`config.mk`:
```
export PLATFORM = sky130hd
export DESIGN_NAME = rename_rollback_ctrl_flat
export DESIGN_NICKNAME = d
export VERILOG_FILES = /design/src/rtl/rename_rollback_ctrl_pkg.sv /design/src/rtl/rename_rollback_ctrl_if.sv /design/src/rtl/rename_rollback_ctrl.sv /design/src/flat_wrapper.sv
export SDC_FILE = /design/constraint.sdc
export NUM_CORES = 1
export LEC_CHECK = 0
export CORE_MARGIN = 2
export CORE_UTILIZATION = 39
export DETAILED_ROUTE_END_ITERATION = 10
export HOLD_SLACK_MARGIN = 0.12
export PLACE_DENSITY = 0.87
export SYNTH_ARGS = -nofsm -noshare
export SYNTH_HDL_FRONTEND = slang
export SYNTH_SLANG_ARGS = --single-unit
```
`constraint.sdc`:
```
create_clock -name clk -period 5 [get_ports clk]
set_input_delay 0.5 -clock clk [delete_from_list [all_inputs] [get_ports clk]]
set_output_delay 0.5 -clock clk [all_outputs]
set_load 0.1 [all_outputs]
```
`src/rtl/rename_rollback_ctrl_pkg.sv`:
```
// Shared types and widths for the rename rollback controller.
// Active-list indices wrap modulo AL_DEPTH through the al_inc/al_dec helpers.
package rename_rollback_ctrl_pkg;

  localparam int AL_DEPTH = 32;
  localparam int AL_IDX_W = $clog2(AL_DEPTH);
  localparam int PHYS_W   = 6;
  localparam int ARCH_W   = 5;

  typedef logic [PHYS_W-1:0]   PhysReg;
  typedef logic [AL_IDX_W-1:0] AlIdx;
  typedef logic [ARCH_W-1:0]   ArchReg;

  typedef enum logic [1:0] {
    RB_IDLE   = 2'd0,
    RB_WALK   = 2'd1,
    RB_FINISH = 2'd2
  } RollbackState;

  // Index arithmetic truncates to AL_IDX_W, giving natural wrap-around
  function automatic AlIdx al_inc(input AlIdx idx);
    return idx + AlIdx'(1);
  endfunction

  function automatic AlIdx al_dec(input AlIdx idx);
    return idx - AlIdx'(1);
  endfunction

endpackage

```
`src/rtl/rename_rollback_ctrl_if.sv`:
```
// Bundle between the rollback controller (master) and the rename datapath (slave).
interface rename_rollback_ctrl_if;
  import rename_rollback_ctrl_pkg::*;

  logic   mispredict_valid;
  AlIdx   mispredict_tag;
  logic   mispredict_ready;
  AlIdx   al_tail;

  AlIdx   walk_rd_idx;
  logic   walk_rd_has_dest;
  ArchReg walk_rd_arch;
  PhysReg walk_rd_old_phys;
  PhysReg walk_rd_new_phys;

  logic   rmt_wr_en;
  ArchReg rmt_wr_arch;
  PhysReg rmt_wr_phys;
  logic   busy_clr_en;
  PhysReg busy_clr_phys;

  logic   commit_free_valid;
  PhysReg commit_free_phys;
  logic   commit_free_ready;
  logic   fl_push_en;
  PhysReg fl_push_phys;

  logic   al_tail_set_en;
  AlIdx   al_tail_set_val;
  logic   rename_stall;
  logic   recover_done;

  modport master (
    input  mispredict_valid, mispredict_tag, al_tail,
    input  walk_rd_has_dest, walk_rd_arch, walk_rd_old_phys, walk_rd_new_phys,
    input  commit_free_valid, commit_free_phys,
    output mispredict_ready, walk_rd_idx,
    output rmt_wr_en, rmt_wr_arch, rmt_wr_phys, busy_clr_en, busy_clr_phys,
    output commit_free_ready, fl_push_en, fl_push_phys,
    output al_tail_set_en, al_tail_set_val, rename_stall, recover_done
  );

  modport slave (
    output mispredict_valid, mispredict_tag, al_tail,
    output walk_rd_has_dest, walk_rd_arch, walk_rd_old_phys, walk_rd_new_phys,
    output commit_free_valid, commit_free_phys,
    input  mispredict_ready, walk_rd_idx,
    input  rmt_wr_en, rmt_wr_arch, rmt_wr_phys, busy_clr_en, busy_clr_phys,
    input  commit_free_ready, fl_push_en, fl_push_phys,
    input  al_tail_set_en, al_tail_set_val, rename_stall, recover_done
  );

endinterface

```
`src/rtl/rename_rollback_ctrl.sv`:
```
// Misprediction recovery: walks the active list youngest-first, undoing renames,
// and shares the free-list push port with commit (walk wins).
module rename_rollback_ctrl
  import rename_rollback_ctrl_pkg::*;
(
  input  logic                  clk,
  input  logic                  rst_n,
  rename_rollback_ctrl_if.master bus
);

  localparam logic [1:0] ST_IDLE   = RB_IDLE;
  localparam logic [1:0] ST_WALK   = RB_WALK;
  localparam logic [1:0] ST_FINISH = RB_FINISH;

  logic [1:0] r_state;
  AlIdx       r_cur_idx;
  AlIdx       r_stop_idx;

  logic       w_accept;
  AlIdx       w_stop_next;
  logic       w_walk_dest;

  assign w_accept    = bus.mispredict_valid && (r_state == ST_IDLE);
  assign w_stop_next = al_inc(bus.mispredict_tag);

  // Recovery FSM: IDLE accepts a request, WALK steps one entry per cycle, FINISH truncates
  always_ff @(posedge clk or negedge rst_n) begin
    if (!rst_n) begin
      r_state    <= ST_IDLE;
      r_cur_idx  <= '0;
      r_stop_idx <= '0;
    end else begin
      case (r_state)
        ST_IDLE: begin
          if (w_accept) begin
            r_stop_idx <= w_stop_next;
            r_cur_idx  <= al_dec(bus.al_tail);
            r_state    <= (bus.al_tail == w_stop_next) ? ST_FINISH : ST_WALK;
          end else begin
            r_state    <= ST_IDLE;
          end
        end
        ST_WALK: begin
          if (r_cur_idx == r_stop_idx) begin
            r_state   <= ST_FINISH;
          end else begin
            r_cur_idx <= al_dec(r_cur_idx);
          end
        end
        ST_FINISH: r_state <= ST_IDLE;
        default:   r_state <= ST_IDLE;
      endcase
    end
  end

  assign w_walk_dest = (r_state == ST_WALK) && bus.walk_rd_has_dest;

  // Undo outputs and free-list arbitration; rst_n gates commit-driven outputs so reset is quiet
  always_comb begin
    bus.walk_rd_idx       = '0;
    bus.rmt_wr_en         = 1'b0;
    bus.rmt_wr_arch       = '0;
    bus.rmt_wr_phys       = '0;
    bus.busy_clr_en       = 1'b0;
    bus.busy_clr_phys     = '0;
    bus.fl_push_en        = 1'b0;
    bus.fl_push_phys      = '0;
    bus.al_tail_set_en    = 1'b0;
    bus.al_tail_set_val   = '0;
    bus.recover_done      = 1'b0;
    bus.mispredict_ready  = (r_state == ST_IDLE);
    bus.commit_free_ready = !w_walk_dest;
    bus.rename_stall      = rst_n && ((r_state != ST_IDLE) || w_accept);

    case (r_state)
      ST_WALK: begin
        bus.walk_rd_idx = r_cur_idx;
        if (bus.walk_rd_has_dest) begin
          bus.rmt_wr_en     = 1'b1;
          bus.rmt_wr_arch   = bus.walk_rd_arch;
          bus.rmt_wr_phys   = bus.walk_rd_old_phys;
          bus.busy_clr_en   = 1'b1;
          bus.busy_clr_phys = bus.walk_rd_new_phys;
        end else begin
          bus.rmt_wr_en     = 1'b0;
        end
      end
      ST_FINISH: begin
        bus.al_tail_set_en  = 1'b1;
        bus.al_tail_set_val = r_stop_idx;
        bus.recover_done    = 1'b1;
      end
      default: begin
        bus.walk_rd_idx = '0;
      end
    endcase

    if (w_walk_dest) begin
      bus.fl_push_en   = 1'b1;
      bus.fl_push_phys = bus.walk_rd_new_phys;
    end else if (rst_n && bus.commit_free_valid) begin
      bus.fl_push_en   = 1'b1;
      bus.fl_push_phys = bus.commit_free_phys;
    end else begin
      bus.fl_push_en   = 1'b0;
    end
  end

endmodule

```
`src/flat_wrapper.sv`:
```
// flat-port wrapper written by rule: the top's interface ports become plain ports
module rename_rollback_ctrl_flat import rename_rollback_ctrl_pkg::*;
  (clk, rst_n, bus_mispredict_valid, bus_mispredict_tag, bus_al_tail, bus_walk_rd_has_dest, bus_walk_rd_arch, bus_walk_rd_old_phys, bus_walk_rd_new_phys, bus_commit_free_valid, bus_commit_free_phys, bus_mispredict_ready, bus_walk_rd_idx, bus_rmt_wr_en, bus_rmt_wr_arch, bus_rmt_wr_phys, bus_busy_clr_en, bus_busy_clr_phys, bus_commit_free_ready, bus_fl_push_en, bus_fl_push_phys, bus_al_tail_set_en, bus_al_tail_set_val, bus_rename_stall, bus_recover_done);
  rename_rollback_ctrl_if bus_i ();
  input  logic clk;
  input  logic rst_n;
  input wire logic [$bits(bus_i.mispredict_valid)-1:0] bus_mispredict_valid;
  input wire logic [$bits(bus_i.mispredict_tag)-1:0] bus_mispredict_tag;
  input wire logic [$bits(bus_i.al_tail)-1:0] bus_al_tail;
  input wire logic [$bits(bus_i.walk_rd_has_dest)-1:0] bus_walk_rd_has_dest;
  input wire logic [$bits(bus_i.walk_rd_arch)-1:0] bus_walk_rd_arch;
  input wire logic [$bits(bus_i.walk_rd_old_phys)-1:0] bus_walk_rd_old_phys;
  input wire logic [$bits(bus_i.walk_rd_new_phys)-1:0] bus_walk_rd_new_phys;
  input wire logic [$bits(bus_i.commit_free_valid)-1:0] bus_commit_free_valid;
  input wire logic [$bits(bus_i.commit_free_phys)-1:0] bus_commit_free_phys;
  output wire logic [$bits(bus_i.mispredict_ready)-1:0] bus_mispredict_ready;
  output wire logic [$bits(bus_i.walk_rd_idx)-1:0] bus_walk_rd_idx;
  output wire logic [$bits(bus_i.rmt_wr_en)-1:0] bus_rmt_wr_en;
  output wire logic [$bits(bus_i.rmt_wr_arch)-1:0] bus_rmt_wr_arch;
  output wire logic [$bits(bus_i.rmt_wr_phys)-1:0] bus_rmt_wr_phys;
  output wire logic [$bits(bus_i.busy_clr_en)-1:0] bus_busy_clr_en;
  output wire logic [$bits(bus_i.busy_clr_phys)-1:0] bus_busy_clr_phys;
  output wire logic [$bits(bus_i.commit_free_ready)-1:0] bus_commit_free_ready;
  output wire logic [$bits(bus_i.fl_push_en)-1:0] bus_fl_push_en;
  output wire logic [$bits(bus_i.fl_push_phys)-1:0] bus_fl_push_phys;
  output wire logic [$bits(bus_i.al_tail_set_en)-1:0] bus_al_tail_set_en;
  output wire logic [$bits(bus_i.al_tail_set_val)-1:0] bus_al_tail_set_val;
  output wire logic [$bits(bus_i.rename_stall)-1:0] bus_rename_stall;
  output wire logic [$bits(bus_i.recover_done)-1:0] bus_recover_done;
  assign bus_i.mispredict_valid = bus_mispredict_valid;
  assign bus_i.mispredict_tag = bus_mispredict_tag;
  assign bus_i.al_tail = bus_al_tail;
  assign bus_i.walk_rd_has_dest = bus_walk_rd_has_dest;
  assign bus_i.walk_rd_arch = bus_walk_rd_arch;
  assign bus_i.walk_rd_old_phys = bus_walk_rd_old_phys;
  assign bus_i.walk_rd_new_phys = bus_walk_rd_new_phys;
  assign bus_i.commit_free_valid = bus_commit_free_valid;
  assign bus_i.commit_free_phys = bus_commit_free_phys;
  assign bus_mispredict_ready = bus_i.mispredict_ready;
  assign bus_walk_rd_idx = bus_i.walk_rd_idx;
  assign bus_rmt_wr_en = bus_i.rmt_wr_en;
  assign bus_rmt_wr_arch = bus_i.rmt_wr_arch;
  assign bus_rmt_wr_phys = bus_i.rmt_wr_phys;
  assign bus_busy_clr_en = bus_i.busy_clr_en;
  assign bus_busy_clr_phys = bus_i.busy_clr_phys;
  assign bus_commit_free_ready = bus_i.commit_free_ready;
  assign bus_fl_push_en = bus_i.fl_push_en;
  assign bus_fl_push_phys = bus_i.fl_push_phys;
  assign bus_al_tail_set_en = bus_i.al_tail_set_en;
  assign bus_al_tail_set_val = bus_i.al_tail_set_val;
  assign bus_rename_stall = bus_i.rename_stall;
  assign bus_recover_done = bus_i.recover_done;
  rename_rollback_ctrl u_core (.clk(clk), .rst_n(rst_n), .bus(bus_i));
endmodule
```
==> results of run 1 <==
-- placed cells by master (no fill, tap or decap), drive strengths merged, types with 2 or more instances in the layout --
cell / instances
xor2: 8
a21o: 6
ha: 2
dfrtp: 12
xnor2: 5
nand3: 4
nor2: 9
a21oi: 12
inv: 5
a21boi: 2
buf: 3
or3: 2
nor2b: 3
and3: 17
and2: 9
nand2: 13
clkbuf: 4
nand2b: 3
clkdlybuf4s50: 78
o21ai: 5
mux2i: 5
a221oi: 2
nor3: 4
-- cells by family after synthesis --
kind of cell               share of synthesized area
and+or+nand+nor                               0.3242
AOI/OAI and AO/OA                             0.2002
buffers and inverters                        0.06143
xor gates and xnor gates                     0.09640
DFF                                           0.2542
muxes                                        0.04237
adders and majority gates                    0.02118
-- flip-flops by register name, indices dropped and copies added, names as in the netlist --
| name | flops |
|---|---|
| u_core.r_stop_idx | 5 |
| u_core.r_cur_idx | 5 |
| u_core.r_state | 2 |
-- cell type report --
cell class              instances  area share
repair buffers                 81      0.4005
well taps                      31     0.01934
multi-input cells             124      0.4030
clock buffers                   4     0.01809
flip-flops and latches         12      0.1497
inverters                       5    0.009357
-- worst max-delay path by stage --
| stage | start | to | slack, ns |
|---|---|---|---|
| 2_1_floorplan | u_core.r_state[1]$_DFFE_PN0P_ | bus_rename_stall | 1.03 |
| 3_3_place_gp | bus_walk_rd_has_dest | bus_fl_push_phys[4] | 1.54 |
| 3_5_place_dp | bus_walk_rd_has_dest | bus_fl_push_phys[1] | 1.42 |
| 4_1_cts | u_core.r_state[1]$_DFFE_PN0P_ | bus_fl_push_phys[4] | 1.33 |
| 5_1_grt | u_core.r_state[1]$_DFFE_PN0P_ | bus_fl_push_phys[4] | 1.15 |
| 6_report | u_core.r_state[1]$_DFFE_PN0P_ | bus_fl_push_phys[4] | 1.29 |
-- layer usage --
metal  vias up  GRT usage
met4         0    0.07792
met3        10    0.04148
met2        68     0.4603
met1       645     0.3161
li1        689          -
met5         -          0
-- stage by stage --
stage,utilization,std cells
2_1_floorplan,-,151
6_report,0.7150,257
4_1_cts,0.7150,257
3_5_place_dp,0.7021,253
5_1_grt,0.7150,257
3_3_place_gp,0.7021,253
==> results_dict.tcl, run 1 <==
set metrics [dict create \
    criticalPathCategory "reg -> out" \
    core.rowCount 19 \
    yosys.area.top_type_share 0.2542 \
    slowest_delay_ns 0.96 \
    first_pass_iters 4 \
    rr_endpoint "u_core.r_cur_idx[4]$_DFFE_PN0P_" \
    gp_congestion 0.9368 \
    synth_edf_count 0 \
    synth.area.top_cells "dfrtp_1 25%, and3_1 9.0%, xor2_1 5.9%" \
    ios 79 \
    setup_viol 0 \
    synth-async-reset-ratio 1.000 \
    fillers 216 \
    avgSynthCellArea_um2 7.822 \
    crit_chain "nor2b_1 -> buf_4 -> nand2_1 -> inv_1 -> nor2_1 -> a21o_1 -> clkdlybuf4s50_1" \
    avgRoutedWirePerCell_um 17.00 \
    synthToLayoutAreaGrowth_pct 69.81 \
    start_kind "flip-flop" \
    fin_nets 267 \
    max_freq_mhz 269.8 \
    synth.largest_area_cell "dfrtp_1" \
    ys_seq_area_frac 0.2542 \
    critical_path_arrival_ns 3.21 \
    hold-worst-slack_ns 0.5210 \
    worst_pin_slew_ns 1.009 \
    insertion_delay_ns 0.28 \
    drt-initial-drc-count 54 \
    synthFlopType "dfrtp_1" \
    wl_met3_um 303 \
    holdBufCountCts 0 \
    fin_crit_ns 3.707 \
    multi_input_area_um2 808.3 \
    dp_hpwl_um 3448 \
    cap_violations 0 \
    post_drt_via_cell_ratio 5.494 \
    reg2reg_depth 7 \
    min_path_type "in -> async" \
    clockRootBuffer "clkbuf_4" \
    synth-seq-cells 12 \
    timing.setup.tns_ns 0 \
    postCtsSetupBuffers 0 \
    cp.depth 7 \
    top_layer "met4" \
    relSlewSlack 0.3252 \
    placed_cell_area_um2 1969 \
    grt_util_all_layers 0.2576 \
    path_buf_inv 3 \
    skew_ns 0.004481 \
    overflow 0 \
    worstPathMaxFanout 18 \
    crit_family "buffers and inverters" \
    die_w_um 59.03 \
    clk_pin_slew_worst_paths_ns 0.08 \
    clock-sinks 12 \
    synthesis.nets 191 \
    pre_cts_slack_ns 1.416 \
    required_ns 4.50 \
    fp.dieH_um 59.03 \
    start_util 0.4211 \
    seq_area_um2 300.3 \
    drc_errors 0 \
    drv_slew 0 \
    finalHoldViolCount 0 \
    cts_tree "done" \
    portBuffers 78 \
    rsz0062_at_grt "false" \
    wl_um 4370 \
    core_um2 2805 \
    antenna_found_initial 0 \
    reg2reg_from "u_core.r_state[1]$_DFFE_PN0P_" \
    grt_start_max_net_pins 19 \
    drive_gt1_frac 0.04425 \
    cts_buffer_depth 2 \
    ys_warn_count 0 \
    num_vias 1412 \
    fin_area_um2 2006 \
    wl_met1_um 1672 \
    htree_num_levels 1 \
    ant_nets 0 \
    ys_top_cells_by_count "17 x and3_1, 13 x nand2_1, 12 x a21oi_1, 12 x dfrtp_1" \
    cts_resized 0 \
    grt_first_pass_wirelength_um 6796 \
    syn_area_um2 1181 \
    dieArea_um2 3485 \
    netlist_instances 151 \
    tritoncts.num_buffers 3 \
    cp_slowest_cell "clkdlybuf4s50_1" \
    synth.most_common_cell "and3_1" \
    ff2ff_setup_slack_ns 2.51 \
    finalCritPeriodShare 0.7413 \
    grt_pass1_vias 1365 \
    cp-end-kind "output pin" \
    fin_ws_ns 1.293 \
    outcome "completed" \
    synth_cell_type_count 38 \
    route.met2.wl_um 2320 \
    antenna_cells 0 \
]
Power of run 1 is left out: the tool's default activity adds up to more than one toggle a clock period on the data nets, which glitch-free logic cannot reach.
==> run 2, diff against run 1 <==
CORE_UTILIZATION = 36   (was 39)
PLACE_DENSITY = 0.81   (was 0.87)
clock period = 3.7 ns   (was 5 ns; I/O delays follow)
==> results_dict.tcl, run 2 (synthesis gave the netlist of run 1 again) <==
set metrics [dict create \
    num_vias 1388 \
    slowest_delay_ns 0.61 \
    antenna_found_initial 0 \
    cap_violations 0 \
    worst_pin_slew_ns 0.9760 \
    fillers 290 \
    die_w_um 61.28 \
    cp_common_cell "buf_4" \
    antenna_cells 0 \
    clockRootBuffer "clkbuf_4" \
    insertion_delay_ns 0.28 \
    worstPathMaxFanout 16 \
    grt_first_pass_wirelength_um 5954 \
    drt-initial-drc-count 34 \
    critical_path_arrival_ns 2.51 \
    cp_slowest_cell "nor2b_1" \
    core.rowCount 20 \
    min_path_type "in -> async" \
    clk_pin_slew_worst_paths_ns 0.08 \
    crit_family "simple AND/OR/NAND/NOR gates" \
    synthToLayoutAreaGrowth_pct 63.56 \
    pre_cts_slack_ns 1.157 \
    rr_endpoint "u_core.r_cur_idx[4]$_DFFE_PN0P_" \
    max_freq_mhz 347.0 \
    rsz0062_at_grt "false" \
    cts_buffer_depth 2 \
    ant_nets 0 \
    drive_gt1_frac 0.2124 \
    top_regs "u_core.r_cur_idx x5, u_core.r_stop_idx x5, u_core.r_state x2" \
    avgRoutedWirePerCell_um 14.50 \
    drc_errors 0 \
    portBuffers 78 \
    first_pass_iters 4 \
    dieArea_um2 3755 \
    start_kind "flip-flop" \
    drv_slew 0 \
    post_drt_via_cell_ratio 5.141 \
    postCtsSetupBuffers 0 \
    wl_um 3914 \
    fin_nets 267 \
    gp_congestion 0.8936 \
    setup_viol 0 \
    relSlewSlack 0.3473 \
    dp_hpwl_um 3128 \
    fp.dieH_um 61.28 \
    overflow 0 \
    holdBufCountCts 0 \
    crit_chain "nor2b_1 -> buf_4 -> nand2_1 -> inv_1 -> nor2_1 -> a21o_1 -> buf_4" \
    criticalPathCategory "reg -> out" \
    multi_input_area_um2 810.8 \
    dp.cells 266 \
    ff2ff_setup_slack_ns 1.26 \
    clock-sinks 12 \
    path_buf_inv 3 \
    grt_start_max_net_pins 19 \
    reg2reg_depth 7 \
    required_ns 3.33 \
    mostFrequentLayoutCell "clkdlybuf4s50_1" \
    seq_area_um2 300.3 \
    core_um2 3078 \
    layout.cells.non_filler 270 \
    ios 79 \
    cts_resized 0 \
    start_util 0.3837 \
    htree_num_levels 1 \
    finalCritPeriodShare 0.7789 \
    grt_util_all_layers 0.2102 \
    finalHoldViolCount 0 \
    fin_ws_ns 0.8180 \
    fin_crit_ns 2.882 \
    layout_common_cells "41 x clkdlybuf4s50_1, 40 x buf_4, 17 x and3_1" \
    tritoncts.num_buffers 3 \
    timing.setup.tns_ns 0 \
    cts_tree "done" \
    reg2reg_from "u_core.r_state[1]$_DFFE_PN0P_" \
    cp.depth 7 \
    skew_ns 0.003367 \
    hold-worst-slack_ns 0.3841 \
    outcome "completed" \
    cp-end-kind "output pin" \
    grt_pass1_vias 1298 \
]
run 2: changes by cell type in the layout (fill, tap and decap cells not counted), sizes merged:
cell           before  now
buf                 3   40
clkdlybuf4s50      78   41
run 2: metrics by stage:
step | utilization | instance area (um2)
after floorplan | - | 1184
after global placement | 0.6159 | 1896
after detailed placement | 0.6159 | 1896
after CTS | 0.6276 | 1932
after global routing | 0.6276 | 1932
final | 0.6276 | 1932
run 2: cell type report:
cell class	count	area share
Clock buffer	4	0.01878
Inverter	5	0.009715
Multi-Input combinational cell	124	0.4197
Sequential cell	12	0.1554
Tap cell	44	0.02850
Timing Repair Buffer	81	0.3679
run 2: worst max-delay path by stage:
| stage | from | to | slack (ns) |
|---|---|---|---|
| after floorplan | u_core.r_state[0]$_DFFE_PN0P_ | bus_fl_push_phys[0] | 0.09 |
| after global placement | bus_walk_rd_has_dest | bus_fl_push_phys[2] | 1.28 |
| after detailed placement | u_core.r_state[1]$_DFFE_PN0P_ | bus_fl_push_phys[1] | 1.16 |
| after CTS | u_core.r_state[1]$_DFFE_PN0P_ | bus_fl_push_phys[1] | 0.86 |
| after global routing | u_core.r_state[1]$_DFFE_PN0P_ | bus_fl_push_phys[3] | 0.65 |
| final | u_core.r_state[1]$_DFFE_PN0P_ | bus_fl_push_phys[4] | 0.82 |
run 2: layer usage:
layer / part of all wire / GRT usage / up-vias
li1: - / - / 680
met1: 0.42 / 0.2720 / 633
met2: 0.47 / 0.3450 / 69
met3: 0.092 / 0.05462 / 6
met4: 0.012 / 0.06211 / 0
met5: 0 / 0 / -
Power of run 2 is left out for the same reason.
